File: config.mk
export PLATFORM = sky130hd
export DESIGN_NAME = mdu_seq
export DESIGN_NICKNAME = d
export VERILOG_FILES = /design/src/rtl/mdu_seq.sv
export SDC_FILE = /design/constraint.sdc
export NUM_CORES = 1
export LEC_CHECK = 0
export ABC_AREA = 1
export CAP_MARGIN = 10
export CORE_MARGIN = 3
export CORE_UTILIZATION = 30
export CTS_CLUSTER_SIZE = 12
export DETAILED_ROUTE_END_ITERATION = 8
export RECOVER_POWER = 100
export SYNTH_ARGS = -nofsm -noshare
export SYNTH_HDL_FRONTEND = slang
export SYNTH_SLANG_ARGS = --single-unit
File: constraint.sdc
create_clock -name clk -period 4.2 [get_ports clk]
set_clock_uncertainty 0.15 [all_clocks]
set_input_delay 0.63 -clock clk [delete_from_list [all_inputs] [get_ports clk]]
set_output_delay 0.63 -clock clk [all_outputs]
set_load 0.01 [all_outputs]
File: src/rtl/mdu_seq.sv
// mdu_seq: iterative multiply/divide sequencer owning HI/LO.
// One shared 33-bit adder does a 32-step shift-add multiply or a restoring
// divide, then a single sign-fix cycle writes HI/LO.
// Optional build macro: MDU_FAST_MULT_EN (single-cycle 32x32 multiply).
// Ports:
//   clk, reset_n      clock, async active-low reset
//   start, op[2:0]    launch: 0 mult 1 multu 2 div 3 divu 4 mthi 5 mtlo
//   srcA, srcB        operands (srcA is also the mthi/mtlo data)
//   cancel            flush the in-flight operation
//   busy              an operation is in progress
//   done              one-cycle pulse after HI/LO are written by mult/div
//   hi, lo            the HI/LO registers
module mdu_seq (
    input  logic        clk,
    input  logic        reset_n,
    input  logic        start,
    input  logic [2:0]  op,
    input  logic [31:0] srcA,
    input  logic [31:0] srcB,
    input  logic        cancel,
    output logic        busy,
    output logic        done,
    output logic [31:0] hi,
    output logic [31:0] lo
);

    localparam logic [1:0] S_IDLE = 2'd0;
    localparam logic [1:0] S_RUN  = 2'd1;
    localparam logic [1:0] S_FIX  = 2'd2;

    localparam logic [2:0] OP_MULT = 3'd0;
    localparam logic [2:0] OP_DIV  = 3'd2;
    localparam logic [2:0] OP_MTHI = 3'd4;
    localparam logic [2:0] OP_MTLO = 3'd5;

    logic [1:0]  state_q, state_d;
    logic [4:0]  cnt_q, cnt_d;
    logic [31:0] p_q, p_d;      // multiply P / divide remainder R
    logic [31:0] q_q, q_d;      // multiply Q / divide quotient Q
    logic [31:0] b_q, b_d;      // multiplicand or divisor magnitude
    logic        qneg_q, qneg_d;
    logic        rneg_q, rneg_d;
    logic        isdiv_q, isdiv_d;
    logic [31:0] hi_q, hi_d;
    logic [31:0] lo_q, lo_d;
    logic        busy_q;
    logic        done_q, done_d;

    logic        signed_op;
    logic        sgn_a, sgn_b;
    logic [31:0] mag_a, mag_b;
    logic        div_by_zero;

    logic [32:0] add_a, add_b;
    logic [33:0] sum;
    logic [32:0] mstep;
    logic [63:0] prod, prod_fix;
    logic [31:0] quot_fix, rem_fix;

    assign signed_op   = (op == OP_MULT) || (op == OP_DIV);
    assign sgn_a       = signed_op & srcA[31];
    assign sgn_b       = signed_op & srcB[31];
    assign mag_a       = sgn_a ? (32'd0 - srcA) : srcA;
    assign mag_b       = sgn_b ? (32'd0 - srcB) : srcB;
    assign div_by_zero = op[1] && (srcB == 32'd0);

    // Shared adder: P+M for multiply, {R,Q[31]}-D for divide.
    // For divide, sum[33] is the no-borrow flag (difference >= 0).
    assign add_a = isdiv_q ? {p_q, q_q[31]} : {1'b0, p_q};
    assign add_b = isdiv_q ? ~{1'b0, b_q} : {1'b0, b_q};
    assign sum   = {1'b0, add_a} + {1'b0, add_b} + {33'd0, isdiv_q};

    assign mstep = q_q[0] ? sum[32:0] : {1'b0, p_q};

    assign prod     = {p_q, q_q};
    assign prod_fix = qneg_q ? (64'd0 - prod) : prod;
    assign quot_fix = qneg_q ? (32'd0 - q_q) : q_q;
    assign rem_fix  = rneg_q ? (32'd0 - p_q) : p_q;

    always_comb begin
        state_d = state_q;
        cnt_d   = cnt_q;
        p_d     = p_q;
        q_d     = q_q;
        b_d     = b_q;
        qneg_d  = qneg_q;
        rneg_d  = rneg_q;
        isdiv_d = isdiv_q;
        hi_d    = hi_q;
        lo_d    = lo_q;
        done_d  = 1'b0;
        unique case (state_q)
            S_IDLE: begin
                if (start && !cancel) begin
                    if (op == OP_MTHI) begin
                        hi_d = srcA;
                    end else if (op == OP_MTLO) begin
                        lo_d = srcA;
                    end else if (!op[2] && !div_by_zero) begin
                        cnt_d   = 5'd0;
                        b_d     = mag_b;
                        isdiv_d = op[1];
                        qneg_d  = sgn_a ^ sgn_b;
                        rneg_d  = sgn_a;
`ifdef MDU_FAST_MULT_EN
                        if (op[1]) begin
                            p_d     = 32'd0;
                            q_d     = mag_a;
                            state_d = S_RUN;
                        end else begin
                            {p_d, q_d} = {32'd0, mag_a} * {32'd0, mag_b};
                            state_d    = S_FIX;
                        end
`else
                        p_d     = 32'd0;
                        q_d     = mag_a;
                        state_d = S_RUN;
`endif
                    end
                end
            end
            S_RUN: begin
                if (cancel) begin
                    state_d = S_IDLE;
                end else begin
                    if (isdiv_q) begin
                        if (sum[33]) begin
                            p_d = sum[31:0];
                            q_d = {q_q[30:0], 1'b1};
                        end else begin
                            p_d = {p_q[30:0], q_q[31]};
                            q_d = {q_q[30:0], 1'b0};
                        end
                    end else begin
                        p_d = mstep[32:1];
                        q_d = {mstep[0], q_q[31:1]};
                    end
                    cnt_d = cnt_q + 5'd1;
                    if (cnt_q == 5'd31) begin
                        state_d = S_FIX;
                    end
                end
            end
            S_FIX: begin
                state_d = S_IDLE;
                if (!cancel) begin
                    done_d = 1'b1;
                    if (isdiv_q) begin
                        lo_d = quot_fix;
                        hi_d = rem_fix;
                    end else begin
                        hi_d = prod_fix[63:32];
                        lo_d = prod_fix[31:0];
                    end
                end
            end
            default: begin
                state_d = S_IDLE;
            end
        endcase
    end

    always_ff @(posedge clk or negedge reset_n) begin
        if (!reset_n) begin
            state_q <= S_IDLE;
            cnt_q   <= 5'd0;
            p_q     <= 32'd0;
            q_q     <= 32'd0;
            b_q     <= 32'd0;
            qneg_q  <= 1'b0;
            rneg_q  <= 1'b0;
            isdiv_q <= 1'b0;
            hi_q    <= 32'd0;
            lo_q    <= 32'd0;
            busy_q  <= 1'b0;
            done_q  <= 1'b0;
        end else begin
            state_q <= state_d;
            cnt_q   <= cnt_d;
            p_q     <= p_d;
            q_q     <= q_d;
            b_q     <= b_d;
            qneg_q  <= qneg_d;
            rneg_q  <= rneg_d;
            isdiv_q <= isdiv_d;
            hi_q    <= hi_d;
            lo_q    <= lo_d;
            busy_q  <= (state_d != S_IDLE);
            done_q  <= done_d;
        end
    end

    assign busy = busy_q;
    assign done = done_q;
    assign hi   = hi_q;
    assign lo   = lo_q;

endmodule

== After elaboration in Yosys (flattened, before gate mapping) ==
Cells that the tools add are included.

* Memories kept: 0
* Bits in read-only memories: 0
* Input port bits: 71
* Register bits: 172
* Latch bits: 0
* Bits in writable memories: 0

* Equality and inequality tests: 14
* Order comparisons: 0
* Shift operators: 0
* Divide/modulo/power cells: 0
* Multiply operators: 0
* Reductions and logical operators: 17
* Add/sub/neg operators: 8
* Bitwise gates (word level): 6
* Mux-type cells: 50

{| class="wikitable"
|+ Operators by type and width
! kind !! count
|-
| 2-to-1 mux 32 bit || 26
|-
| case mux 32 bit (2 select lines) || 4
|-
| subtractor 1 x 32 -> 32 bit (first input constant) || 4
|-
| 2-to-1 mux 33 bit || 3
|-
| 2-to-1 mux 64 bit || 1
|-
| subtractor 1 x 64 -> 64 bit (first input constant) || 1
|-
| adder 33 x 33 -> 34 bit || 1
|-
| adder 34 x 1 -> 34 bit || 1
|-
| NOT 32 -> 33 bit || 1
|-
| zero test 32 bit || 1
|-
| 2-to-1 mux 5 bit || 5
|-
| inequality test 2 bit (second input constant) || 8
|-
| 2-to-1 mux 2 bit || 6
|-
| case mux 5 bit (2 select lines) || 1
|-
| AND reduction 5 bit || 2
|-
| == test 3 bit (second input constant) || 2
|-
| AND reduction 6 bit || 1
|-
| nonzero test 2 bit || 3
|-
| adder 5 x 1 -> 5 bit (second input constant) || 1
|-
| == test 5 bit (second input constant) || 1
|-
| case mux 2 bit (2 select lines) || 1
|-
| AND reduction 4 bit || 1
|-
| == test 3 x 2 -> 1 bit (second input constant) || 1
|-
| logical AND 1 bit || 3
|-
| 10 further kinds || 16
|}

== Logic depth before layout (Yosys ltp) ==
* Word-level depth: 10
* Mapped depth: 23
* Mapped depth without buffers: 21

== Worst setup path before layout ==
OpenSTA, ideal clock, no wires.

* Kind: reg-to-reg
* Start: reg isdiv_q
* End: reg p_q[5]
* Period minus slack after synthesis: 3.383 ns
* Cell stages (with the launch flop): 20
* Buffers on the path: 6
* Required time: 3.931 ns
* Path slack: 0.817 ns
* Data arrival time: 3.114 ns
* Path through: dfrtp_1 buf_4 inv_4 buf_2 buf_2 buf_2 buf_1 a21oi_1 ha_1 a21oi_1 o21ai_0 a21oi_1 nand2_1 nand2_2 nand3_2 buf_4 nand2_1 o21ai_0 nand3_1 o21ai_2

* Cells in the longest elaborated chain, start to end: 7
* Elaborated cells on any way between the ends: 9
* Those cells by class: add/sub (2); mux (7)

{| class="wikitable"
|+ RTL lines
! element !! line !! source
|-
| start, declared || 43 || <nowiki>logic isdiv_q, isdiv_d;</nowiki>
|-
| start signal, assigned || 185 || <nowiki>isdiv_q <= isdiv_d;</nowiki>
|-
| 2-to-1 mux 33 bit (on tied branches) || 69, 70 ||
|-
| adder 33 x 33 -> 34 bit || 71 || <nowiki>assign sum = {1'b0, add_a} + {1'b0, add_b} + {33'd0, isdiv_q};</nowiki>
|-
| adder 34 x 1 -> 34 bit || 71 ||
|-
| 2-to-1 mux 33 bit / 2-to-1 mux 32 bit (equally long branches) || 73, 127 ||
|-
| 2-to-1 mux 32 bit * || 126 || <nowiki>if (isdiv_q) begin</nowiki>
|-
| 2-to-1 mux 32 bit * || 123 || <nowiki>if (cancel) begin</nowiki>
|-
| case mux 32 bit (2 select lines) * || 92 || <nowiki>unique case (state_q)</nowiki>
|-
| end signal, assigned || 180 || <nowiki>p_q <= p_d;</nowiki>
|-
| end, declared || 38 || <nowiki>logic [31:0] p_q, p_d;</nowiki>
|}

Mark *: on every way between the ends. The rest lies on a longest branch, timed or not. The select of a mux whose other input is x is not followed.
A chain may end at the register's enable or synchronous reset.

== Worst setup path after layout ==
* Start: reg q_q[0]
* End: reg hi_q[18], in the netlist hi[18]

* Cells in the longest elaborated chain, start to end: 5

{| class="wikitable"
|+ RTL lines
! element !! line !! source
|-
| start, declared || 39 || <nowiki>logic [31:0] q_q, q_d;</nowiki>
|-
| start signal, assigned || 181 || <nowiki>q_q <= q_d;</nowiki>
|-
| subtractor 1 x 64 -> 64 bit || 76 || <nowiki>assign prod_fix = qneg_q ? (64'd0 - prod) : prod;</nowiki>
|-
| 2-to-1 mux 64 bit || 76 ||
|-
| 2-to-1 mux 32 bit || 148 || <nowiki>if (isdiv_q) begin</nowiki>
|-
| 2-to-1 mux 32 bit || 146 || <nowiki>if (!cancel) begin</nowiki>
|-
| case mux 32 bit (2 select lines) || 92 ||
|-
| end signal, assigned || 186 || <nowiki>hi_q <= hi_d;</nowiki>
|-
| end, declared || 44 || <nowiki>logic [31:0] hi_q, hi_d;</nowiki>
|}

Every way passes these cells. The select of a mux whose other input is x is not followed.

==> summary.md <==
| Metric | Value |
|---|---|
| Largest area contributor in the netlist | `dfrtp_1` |
| CTS tree | `done` |
| Initial DRC Count | `about 1,600` |
| Fin Hold WS | `0.327 ns` |
| Post-Syn Area | `15,700 µm²` |
| Antenna fix cells | `0` |
| Req. time, crit path | `4.45 ns` |
| Router iterations before antenna repair | `6` |
| Placed cell area | `roughly 18,000 µm²` |
| Antenna violations before repair | `0` |
| Hold Violations, Final | `0` |
| Static leakage | `8.05 nW` |
| F_max | `approximately 0.26 GHz` |
| Worst setup path category | `reg2reg` |
| Cells after DPL | `approximately 3,300` |
| Worst hold path type | `reg2reg` |
| Compound-Gate Fraction of Synth Area | `19.3%` |
| Slowest-stage cell, CP | `clkinvlp_2` |
| Via density | `about 5.2` |
| Grt total ovfl | `0` |
| Die width | `approximately 240 µm` |
| WP data arrival | `4.04 ns` |
| Unrepaired setup endpoints after global routing | `false` |
| Fin util | `approximately a third` |
| Worst Setup End Kind | `flop` |
| Input/output buffers | `136` |
| Clock sinks | `172` |
| IO Pins | `137` |
| Worst slack at placement | `roughly 0.54 ns` |
| Syn Inst Count | `approximately 2,500` |
| Die Ht | `between 200 and 250 µm` |
| Status | `finished, violations left` |
| Vias in the first global route | `16,100` |
| EDFF count, synth | `0` |
| H-tree depth | `4` |
| Largest net degree at the start of global routing | `around 120` |
| Syn_area_per_cell | `around 6.2 µm²` |
| Sequential fraction of the synthesis area | `between 20 and 30%` |
| Crit-path cells | `clkinvlp_2 > ha_1 > nand3_1 > nor2_4 > nand3_1 > o21ai_0 > nand2_1 > inv_1 > nand3_1 > nand3_1 > nand3_1 > a21oi_1` |
| Clk buf depth | `2` |
| Met3 GRT Util | `under 10%` |
| Multiplexer area fraction after synthesis | `less than 1%` |
| Crit start category | `flop` |
| Total power | `between 10 and 15 mW` |
| Post-synthesis simple-gate area fraction | `around 36%` |
| Rows | `slightly above 80` |
| Crit-path max cell delay | `0.68 ns` |
| Fin cells | `roughly 3,300` |
| Crit Path Max Fanout | `26` |
| CTS Buf Count | `17` |
| Yosys top cell area share | `a little over a quarter` |
| Synth area leaders | `dfrtp_1 27%, nand2_1 16%, nor2_1 9.0%` |
| Routed via count | `roughly 17,000` |
| GRT Util Overall | `20.8%` |
| Share of cells above drive strength 1 | `around 3.8%` |
| Grt peak-use layer | `met2` |
| Xor/xnor share of the synthesized area | `5.23%` |
| Min cycle time layout | `3.80 ns` |
| Distinct cells, synth | `53` |
| Tightest Pin Transition | `around 2.2 ns` |
| Ys flop type | `dfrtp_1` |
| GPL Wtd Cong | `about 0.93` |
| Max-cap violation count | `2` |
| Yosys reg bits | `roughly 170` |
| P&R area growth vs syn | `14.8%` |
| Starting Density | `a little under a third` |
| Fin. max-slew vios | `between 150 and 200` |
| CP bufs+invs | `2` |
| Most frequent cells in the layout | `677 x nand2_1, 379 x nor2_1, 240 x o21ai_0` |
| Top cell family by delay on the critical path | `simple AND/OR/NAND/NOR gates` |
| Core Region | `51,600 µm²` |
| Fin Setup TNS | `0 ns` |
| Final setup fails | `0` |
| Final WS setup | `approximately 0.4 ns` |
| Nets@finish | `between 2,000 and 3,000` |
| Grt met1 use | `between 20 and 30%` |
| Die Area | `between 50,000 and 60,000 µm²` |
| Failing checks | `capacitance limit, slew limit` |
| Ys async rst share | `100%` |
| Clk slew on worst S/H paths | `around 0.070 ns` |
| Largest family of logic cells by synthesized area | `simple AND/OR/NAND/NOR gates` |
| PwrDens | `647 nW/µm²` |
| Commonest non-fill, non-tap cell in the layout | `nand2_1` |
| Clock Tree Root | `clkbuf_16` |
| Fin area | `18,100 µm²` |
| First-pass GRT wire length | `91.3 mm` |
| Post-Synth Adder-Cell Area | `3.07%` |
| Syn_nets | `approximately 2,700` |
| Slew HR | `-43.7%` |
| Wire per inst | `17.7 µm` |
| Synth warn | `0` |
| Final ANT Viol Nets | `0` |
| Final cycle utilization of the critical path | `90.4%` |
| Post-DP HPWL | `45.3 mm` |
| VDD IR max | `0.400 mV` |
| Final wirelength | `58.6 mm` |
| CP most frequent cell | `nand3_1` |
| Post-CTS Hold Buffers | `0` |
| Met2 Use GR | `33.4%` |
| Drt drc | `0` |
| Postcts setup bufs | `0` |
| Cts repair resizes | `0` |
| Clock latency on the worst-skew pair | `0.48 ns` |
[report_power, final]
group          internal (mW)  leakage [nW]  switching, mW
Combinational           2.35          5.69           4.87
Sequential              2.14          2.08          0.647
Clock                  0.939         0.286          0.739
Total                   5.43          8.05           6.25
[layout make-up]
class                   instances  area, µm²
fillers                      5741      33500
multi-input cells            2041       9920
flip-flops and latches        172       4310
repair buffers                165       1560
well taps                     680        851
inverters                     219        826
clock buffers                  23        488
clock inverters                 8        106
[path summary, 6_finish.rpt]
| kind | start | endpoint | slack (ns) | cells after the start |
|---|---|---|---|---|
| max in group asynchronous | reset_n | q_q[14]$_DFFE_PN0P_ | 1.16 | 2 |
| min in group asynchronous | reset_n | lo[4]$_DFFE_PN0P_ | 0.64 | 1 |
| setup reg to reg | q_q[0]$_DFFE_PN0P_ | hi[18]$_DFFE_PN0P_ | 0.40 | 12 |
| hold / removal | lo[19]$_DFFE_PN0P_ | lo[19]$_DFFE_PN0P_ | 0.33 | 2 |
| setup / recovery | q_q[0]$_DFFE_PN0P_ | hi[18]$_DFFE_PN0P_ | 0.40 | 12 |
| hold reg to reg | lo[19]$_DFFE_PN0P_ | lo[19]$_DFFE_PN0P_ | 0.33 | 2 |
[tightest hold or removal path, delay by kind of cell, from the launching register on]
| kind | cells | cell delay (ns) |
|---|---|---|
| and+or+nand+nor | 1 | 0.05 |
| AOI/OAI and AO/OA | 1 | 0.06 |
| DFF | 1 | 0.34 |
[synthesized netlist by cell type (14+ instances only)]
master    number
a21oi_1      218
a31oi_1       23
buf_1         15
buf_2         25
buf_4         14
clkbuf_1      52
dfrtp_1      172
ha_1          37
inv_1        207
nand2_1      673
nand3_1      186
nand4_1       23
nor2_1       376
nor3_1        36
o211ai_1      15
o21ai_0      203
o21ai_1       42
o21ai_2       16
xor2_1        84
[per-layer routing]
| metal | wire, µm | vias up |
|---|---|---|
| li1 | - | 8505 |
| met1 | 26600 | 7939 |
| met2 | 26500 | 583 |
| met3 | 3510 | 90 |
| met4 | 1980 | 0 |
| met5 | 0 | - |
[sequential cells by signal (all words and copies together) (netlist names), 2 cells and up]
| signal | cells |
|---|---|
| hi | 32 |
| b_q | 32 |
| p_q | 32 |
| cnt_q | 5 |
| q_q | 32 |
| state_q | 2 |
| lo | 32 |
[cells by family (layout without fill, tap and decap cells)]
group,count (synthesis),in the layout
multiplexers,1,1
buffers and inverters,332,415
XOR/XNOR,94,94
flip-flops,172,172
AND/OR/NAND/NOR,1353,1353
adder cells (fa/ha/maj),38,38
AO/OA/AOI/OAI,555,555
Power figures use the tool's default switching activity.
